<file path="src/rtl/vetores_pkg.sv">
// Shared definitions for the serial vector loader: default width, FSM encoding, counter width.
// Latency: n/a (definitions only).
// Backpressure: n/a.
package vetores_pkg;

    // Default width of each of the a and b vectors.
    localparam int LARGURA_PADRAO = 3;

    // Loader FSM encoding.
    localparam logic COLETA = 1'b0;
    localparam logic PRONTO = 1'b1;

    // Width of the bit counter for a frame of 2*largura bits, never below 1.
    function automatic int cw_de(input int largura);
        int w;
        w = $clog2(2 * largura);
        return (w < 1) ? 1 : w;
    endfunction

endpackage

</file>
<file path="src/rtl/carregador_vetores.sv">
// Serial-to-parallel loader: assembles a 2*LARGURA-bit frame {b, a}, LSB first, from a valid-qualified bit stream.
// Latency: a/b and vetores_valido appear 1 cycle after the last bit of the frame is accepted.
// Backpressure: while a frame waits for vetores_pronto, incoming bits are dropped and erro_overflow is set (sticky).
module carregador_vetores
    import vetores_pkg::*;
#(
    parameter int LARGURA = LARGURA_PADRAO,
    localparam int CW = cw_de(LARGURA)
) (
    input  logic               clk,
    input  logic               rst,
    input  logic               bit_in,
    input  logic               bit_valido,
    input  logic               limpar,
    input  logic               vetores_pronto,
    output logic [LARGURA-1:0] a,
    output logic [LARGURA-1:0] b,
    output logic               vetores_valido,
    output logic               ocupado,
    output logic [CW-1:0]      contagem_bits,
    output logic               erro_overflow
);

    localparam int NBITS = 2 * LARGURA;
    localparam logic [CW-1:0] ULTIMO = CW'(NBITS - 1);

    logic             estado;
    logic [NBITS-1:0] palavra;
    logic [NBITS-1:0] palavra_nova;

    // Frame word with the offered bit written at the current position.
    always_comb begin
        palavra_nova = palavra;
        palavra_nova[contagem_bits] = bit_in;
    end

    // FSM, bit counter, shift word and output registers; limpar behaves like a reset.
    always_ff @(posedge clk) begin
        if (rst || limpar) begin
            estado        <= COLETA;
            palavra       <= '0;
            contagem_bits <= '0;
            a             <= '0;
            b             <= '0;
            erro_overflow <= 1'b0;
        end else begin
            case (estado)
                COLETA: begin
                    if (bit_valido) begin
                        if (contagem_bits == ULTIMO) begin
                            a             <= palavra_nova[LARGURA-1:0];
                            b             <= palavra_nova[NBITS-1:LARGURA];
                            palavra       <= '0;
                            contagem_bits <= '0;
                            estado        <= PRONTO;
                        end else begin
                            palavra       <= palavra_nova;
                            contagem_bits <= contagem_bits + CW'(1);
                        end
                    end
                end
                default: begin
                    if (vetores_pronto) begin
                        // Transfer; a bit offered in the same cycle starts the next frame
                        // (counter is 0 and the word was cleared at completion).
                        estado <= COLETA;
                        if (bit_valido) begin
                            palavra       <= palavra_nova;
                            contagem_bits <= contagem_bits + CW'(1);
                        end
                    end else if (bit_valido) begin
                        erro_overflow <= 1'b1;
                    end
                end
            endcase
        end
    end

    assign vetores_valido = (estado == PRONTO);
    assign ocupado        = (estado == COLETA) && (contagem_bits != '0);

endmodule

</file>
<file path="config.mk">
export PLATFORM = sky130hd
export DESIGN_NAME = carregador_vetores
export DESIGN_NICKNAME = d
export VERILOG_FILES = /design/src/rtl/vetores_pkg.sv /design/src/rtl/carregador_vetores.sv
export SDC_FILE = /design/constraint.sdc
export NUM_CORES = 1
export LEC_CHECK = 0
export BUFFER_PORTS_ARGS = -buffer_cell sky130_fd_sc_hd__buf_4
export CORE_MARGIN = 2
export CORE_UTILIZATION = 40
export CTS_CLUSTER_SIZE = 24
export DETAILED_ROUTE_END_ITERATION = 8
export GPL_ROUTABILITY_DRIVEN = 0
export PLACE_DENSITY = 0.64
export SLEW_MARGIN = 20
export SYNTH_ARGS = -nofsm -noshare
export SYNTH_HDL_FRONTEND = slang
export SYNTH_SLANG_ARGS = --single-unit
</file>
<file path="constraint.sdc">
create_clock -name clk -period 1.4 [get_ports clk]
set_input_delay 0.07 -clock clk [delete_from_list [all_inputs] [get_ports clk]]
set_output_delay 0.07 -clock clk [all_outputs]
set_load 0.1 [all_outputs]
</file>
==> results.py <==
metrics = {
    "min_path": {
        "worstHoldPathType": "input port to register",
        "hold_path_end": "erro_overflow",
        "hp-start": "bit_valido",
        "min_path_cells": 3,
    },
    "grt": {
        "grt_antenna_before_repair": 0,
        "combined_global_route_utilization_of_all_metal_layers_pct": 18.7,
        "first_global_vias": 631,
        "grt_first_pass_wirelength_um": 2960,
        "largest_net_degree_at_the_start_of_global_routing": 11,
        "overflow": 0,
    },
    "clock_network": {
        "cts.repair_timing.setup_buffer_count": 0,
        "clock_tree.buffer_depth": 2,
        "cts_clk_pin_slew_worst_paths_ns": 0.10,
        "insertion_delay_ns": 0.30,
        "clockRootBuffer": "sky130_fd_sc_hd__clkbuf_4",
        "cts_tree": "yes",
        "cts_h_tree_depth": 1,
        "cts_sinks": 17,
        "tritoncts_buffer_count": 3,
    },
    "placed_design": {
        "dp.final_hpwl_um": 1260,
        "numPortBuffers": 17,
        "post-place-ws_ns": 0.144,
        "dpl.cell_count": 124,
    },
    "die": {
        "core_region_area_sq_mm": 0.00178,
        "core.rowCount": 15,
        "die_x_um": 48.1,
        "start_util_pct": 43.6,
        "dieArea_sq_mm": 0.00231,
        "io_pins": 18,
        "dieHeight_um": 48.1,
    },
    "logic_synthesis": {
        "yosysTopAreaCell": "sky130_fd_sc_hd__dfxtp_1",
        "synth.top_cells.by_area": "sky130_fd_sc_hd__dfxtp_1 (44%), sky130_fd_sc_hd__mux2i_1 (7.7%), sky130_fd_sc_hd__o2bb2ai_1 (6.8%)",
        "post_synth_num_cell_types": 25,
        "seq_cells_post_synth": 17,
        "yosysTopAreaCellShare_pct": 43.7,
        "synth-warning-count": 0,
        "syn-mean-instance-area_sq_um": 9.98,
        "synth_fp_nets": 87,
        "synth.yosys.seq_area_share_pct": 43.7,
        "synthesis.instances": 78,
        "post_synth_instance_area_sq_um": 778,
    },
    "setup_path": {
        "critPathBufInv": 2,
        "r2r_cells": 4,
        "peak_per_stage_delay_on_the_critical_path_ns": 0.40,
        "crit_type": "register to output pin",
        "crit-reg2reg-capture": "palavra[0]",
        "biggest_fanout_along_the_worst_timing_path": 6,
        "critical_path_required_ns": 1.33,
        "timing.critical_path.from_type": "register",
        "cp_top_family": "flip-flops",
        "cp_data_arrival_time_ns": 1.23,
        "reg2reg_slack_ns": 0.14,
        "worstReg2RegStart": "contagem_bits[0]",
        "endpoint_kind": "output pin",
        "crit_path_top_delay_cell": "sky130_fd_sc_hd__dfxtp_4",
        "crit_chain": "inv_4 -> ha_4 -> a21oi_4 -> buf_6",
    },
    "detailed_routing": {
        "routed_wirelength_um": 1700,
        "drcViolationCount": 0,
        "drt_via_density": 5.24,
        "drt_pre_antenna_iters": 4,
        "wl_per_cell_um": 13.3,
        "num_vias": 671,
        "antenna_violating_nets_post_route": 0,
        "first_iter_violations": 5,
    },
    "timing": {
        "max_freq_mhz": 767,
        "timing.final.crit_share_pct": 93.1,
        "worstMarginPinSlew_ns": 0.430,
        "fin_worst_hold_slack_ns": 0.0628,
        "final_max_slew_violation_count": 0,
        "final.setup_skew_ns": 0.00215,
        "relSlewSlack_pct": 71.2,
        "fin_tns_setup_ns": 0,
        "setup-violations-final": 0,
        "timing.final.crit_period_ns": 1.30,
        "layout_setup_ws_ns": 0.0963,
        "grt_setup_unrepaired": "no",
        "report.final.hold_viol_count": 0,
    },
    "final_layout": {
        "layout.core_utilization_pct": 58.6,
        "final-instance-count-excl-fill": 128,
        "finish.net_count": 113,
        "final_layout_size_suffix_gt1_share_pct": 39.8,
        "num-fill-cells": 155,
        "most_common_library_cell_in_the_layout_ignoring_fill_and_taps": "sky130_fd_sc_hd__buf_4",
        "highest_count_cells_in_the_layout_ignoring_fill_and_taps": "sky130_fd_sc_hd__buf_4 (21), sky130_fd_sc_hd__dfxtp_1 (13)",
        "insertedDiodeCount": 0,
        "layout-area-overhead-vs-synth_pct": 34.2,
    },
    "flow_run": {
        "drv_cap": 0,
    },
    "power": {
        "power.ir.vdd_worst_uv": 584,
        "p_leak_nw": 0.417,
        "cellPowerDensity_mw_per_mm2": 821,
    },
    "run_status": {
        "run_status": "finished, final reports clean",
    },
}
[per-stage QoR]
stage | cell area, sq um | total power (W)
6_report | 1040 | 0.000857
5_1_grt | 1040 | 0.000897
4_1_cts | 1040 | 0.000868
3_5_place_dp | 1010 | 0.000598
3_3_place_gp | 1010 | 0.000597
2_1_floorplan | 828 | 0.000559
[routing by layer]
| metal | up-vias | track usage, % | wire [um] | part of all wire [%] |
|---|---|---|---|---|
| met5 | - | 0 | 0 | 0 |
| met2 | 13 | 28.3 | 766 | 45 |
| met1 | 312 | 26.1 | 842 | 50 |
| li1 | 344 | - | - | - |
| met3 | 2 | 4.44 | 66 | 3.9 |
| met4 | 0 | 6.49 | 25 | 1.5 |
[worst register-to-register path, stage by stage, from the launching register on]
cell and delay (ns):
sky130_fd_sc_hd__dfxtp_4 0.38, sky130_fd_sc_hd__buf_4 0.16, sky130_fd_sc_hd__nor3_1 0.22, sky130_fd_sc_hd__mux2i_1 0.27, sky130_fd_sc_hd__o22ai_1 0.10
[worst max-delay path by stage]
stage	from	end	slack [ns]	cells past startpoint
2_1_floorplan	contagem_bits[0]	ocupado	-0.03	3
3_3_place_gp	contagem_bits[1]	a[0]	0.17	5
3_5_place_dp	contagem_bits[1]	a[0]	0.14	5
4_1_cts	contagem_bits[0]	ocupado	0.03	4
5_1_grt	contagem_bits[0]	ocupado	0.03	4
6_report	contagem_bits[0]	ocupado	0.1	4
[synthesized netlist by cell type]
cell type,n
sky130_fd_sc_hd__dfxtp_1,17
sky130_fd_sc_hd__o21a_1,1
sky130_fd_sc_hd__nand2_2,1
sky130_fd_sc_hd__o21ai_1,1
sky130_fd_sc_hd__or2_1,1
sky130_fd_sc_hd__ha_1,3
sky130_fd_sc_hd__buf_2,1
sky130_fd_sc_hd__nor2b_1,1
sky130_fd_sc_hd__a21oi_1,4
sky130_fd_sc_hd__nor3b_2,3
sky130_fd_sc_hd__inv_1,4
sky130_fd_sc_hd__o22ai_1,6
sky130_fd_sc_hd__nand3b_1,3
sky130_fd_sc_hd__a31oi_1,1
sky130_fd_sc_hd__mux2i_1,6
sky130_fd_sc_hd__and4b_2,1
sky130_fd_sc_hd__o21ai_0,2
sky130_fd_sc_hd__nor2_4,2
sky130_fd_sc_hd__nand4_1,3
sky130_fd_sc_hd__nand2b_1,1
sky130_fd_sc_hd__and4_1,1
sky130_fd_sc_hd__nor3_1,1
sky130_fd_sc_hd__o2bb2ai_1,6
sky130_fd_sc_hd__nor2_1,2
sky130_fd_sc_hd__nand2_1,6
[cells by family after synthesis]
kind of cell	share of synthesized area (%)
AO/OA/AOI/OAI	17.8
adder cells (fa/ha/maj)	4.82
buffers and inverters	2.57
flip-flops	43.7
multiplexers	7.72
AND/OR/NAND/NOR	23.3
[sequential cells by signal, indices dropped and copies added (netlist names)]
name            flops
a                   3
b                   3
contagem_bits       3
erro_overflow       1
palavra             6
vetores_valido      1
[final cells by class]
type	instances	area [sq um]	share of cell area [%]
multi-input combinational	56	442	42.3
sequential	17	355	34.0
timing repair buffer	22	169	16.2
tap	25	31.3	2.99
clock buffer	3	22.5	2.16
inverter	4	20.0	1.92
clock inverter	1	5.00	0.479
[where the power goes]
part           total, W  switching (W)  leakage (nW)  internal, W
Sequential     0.000484     0.00000380         0.140     0.000480
Combinational  0.000104      0.0000662         0.259    0.0000380
Clock          0.000269       0.000163        0.0177     0.000107
Total          0.000857       0.000233         0.417     0.000624
[repair_timing]
action | CTS | global route
hold buffers | 0 | 0
hold endpoints to repair | 0 | 0
resized for setup | 0 | 1
endpoints found under the setup margin | 0 | 1
Power figures use the tool's default switching activity.
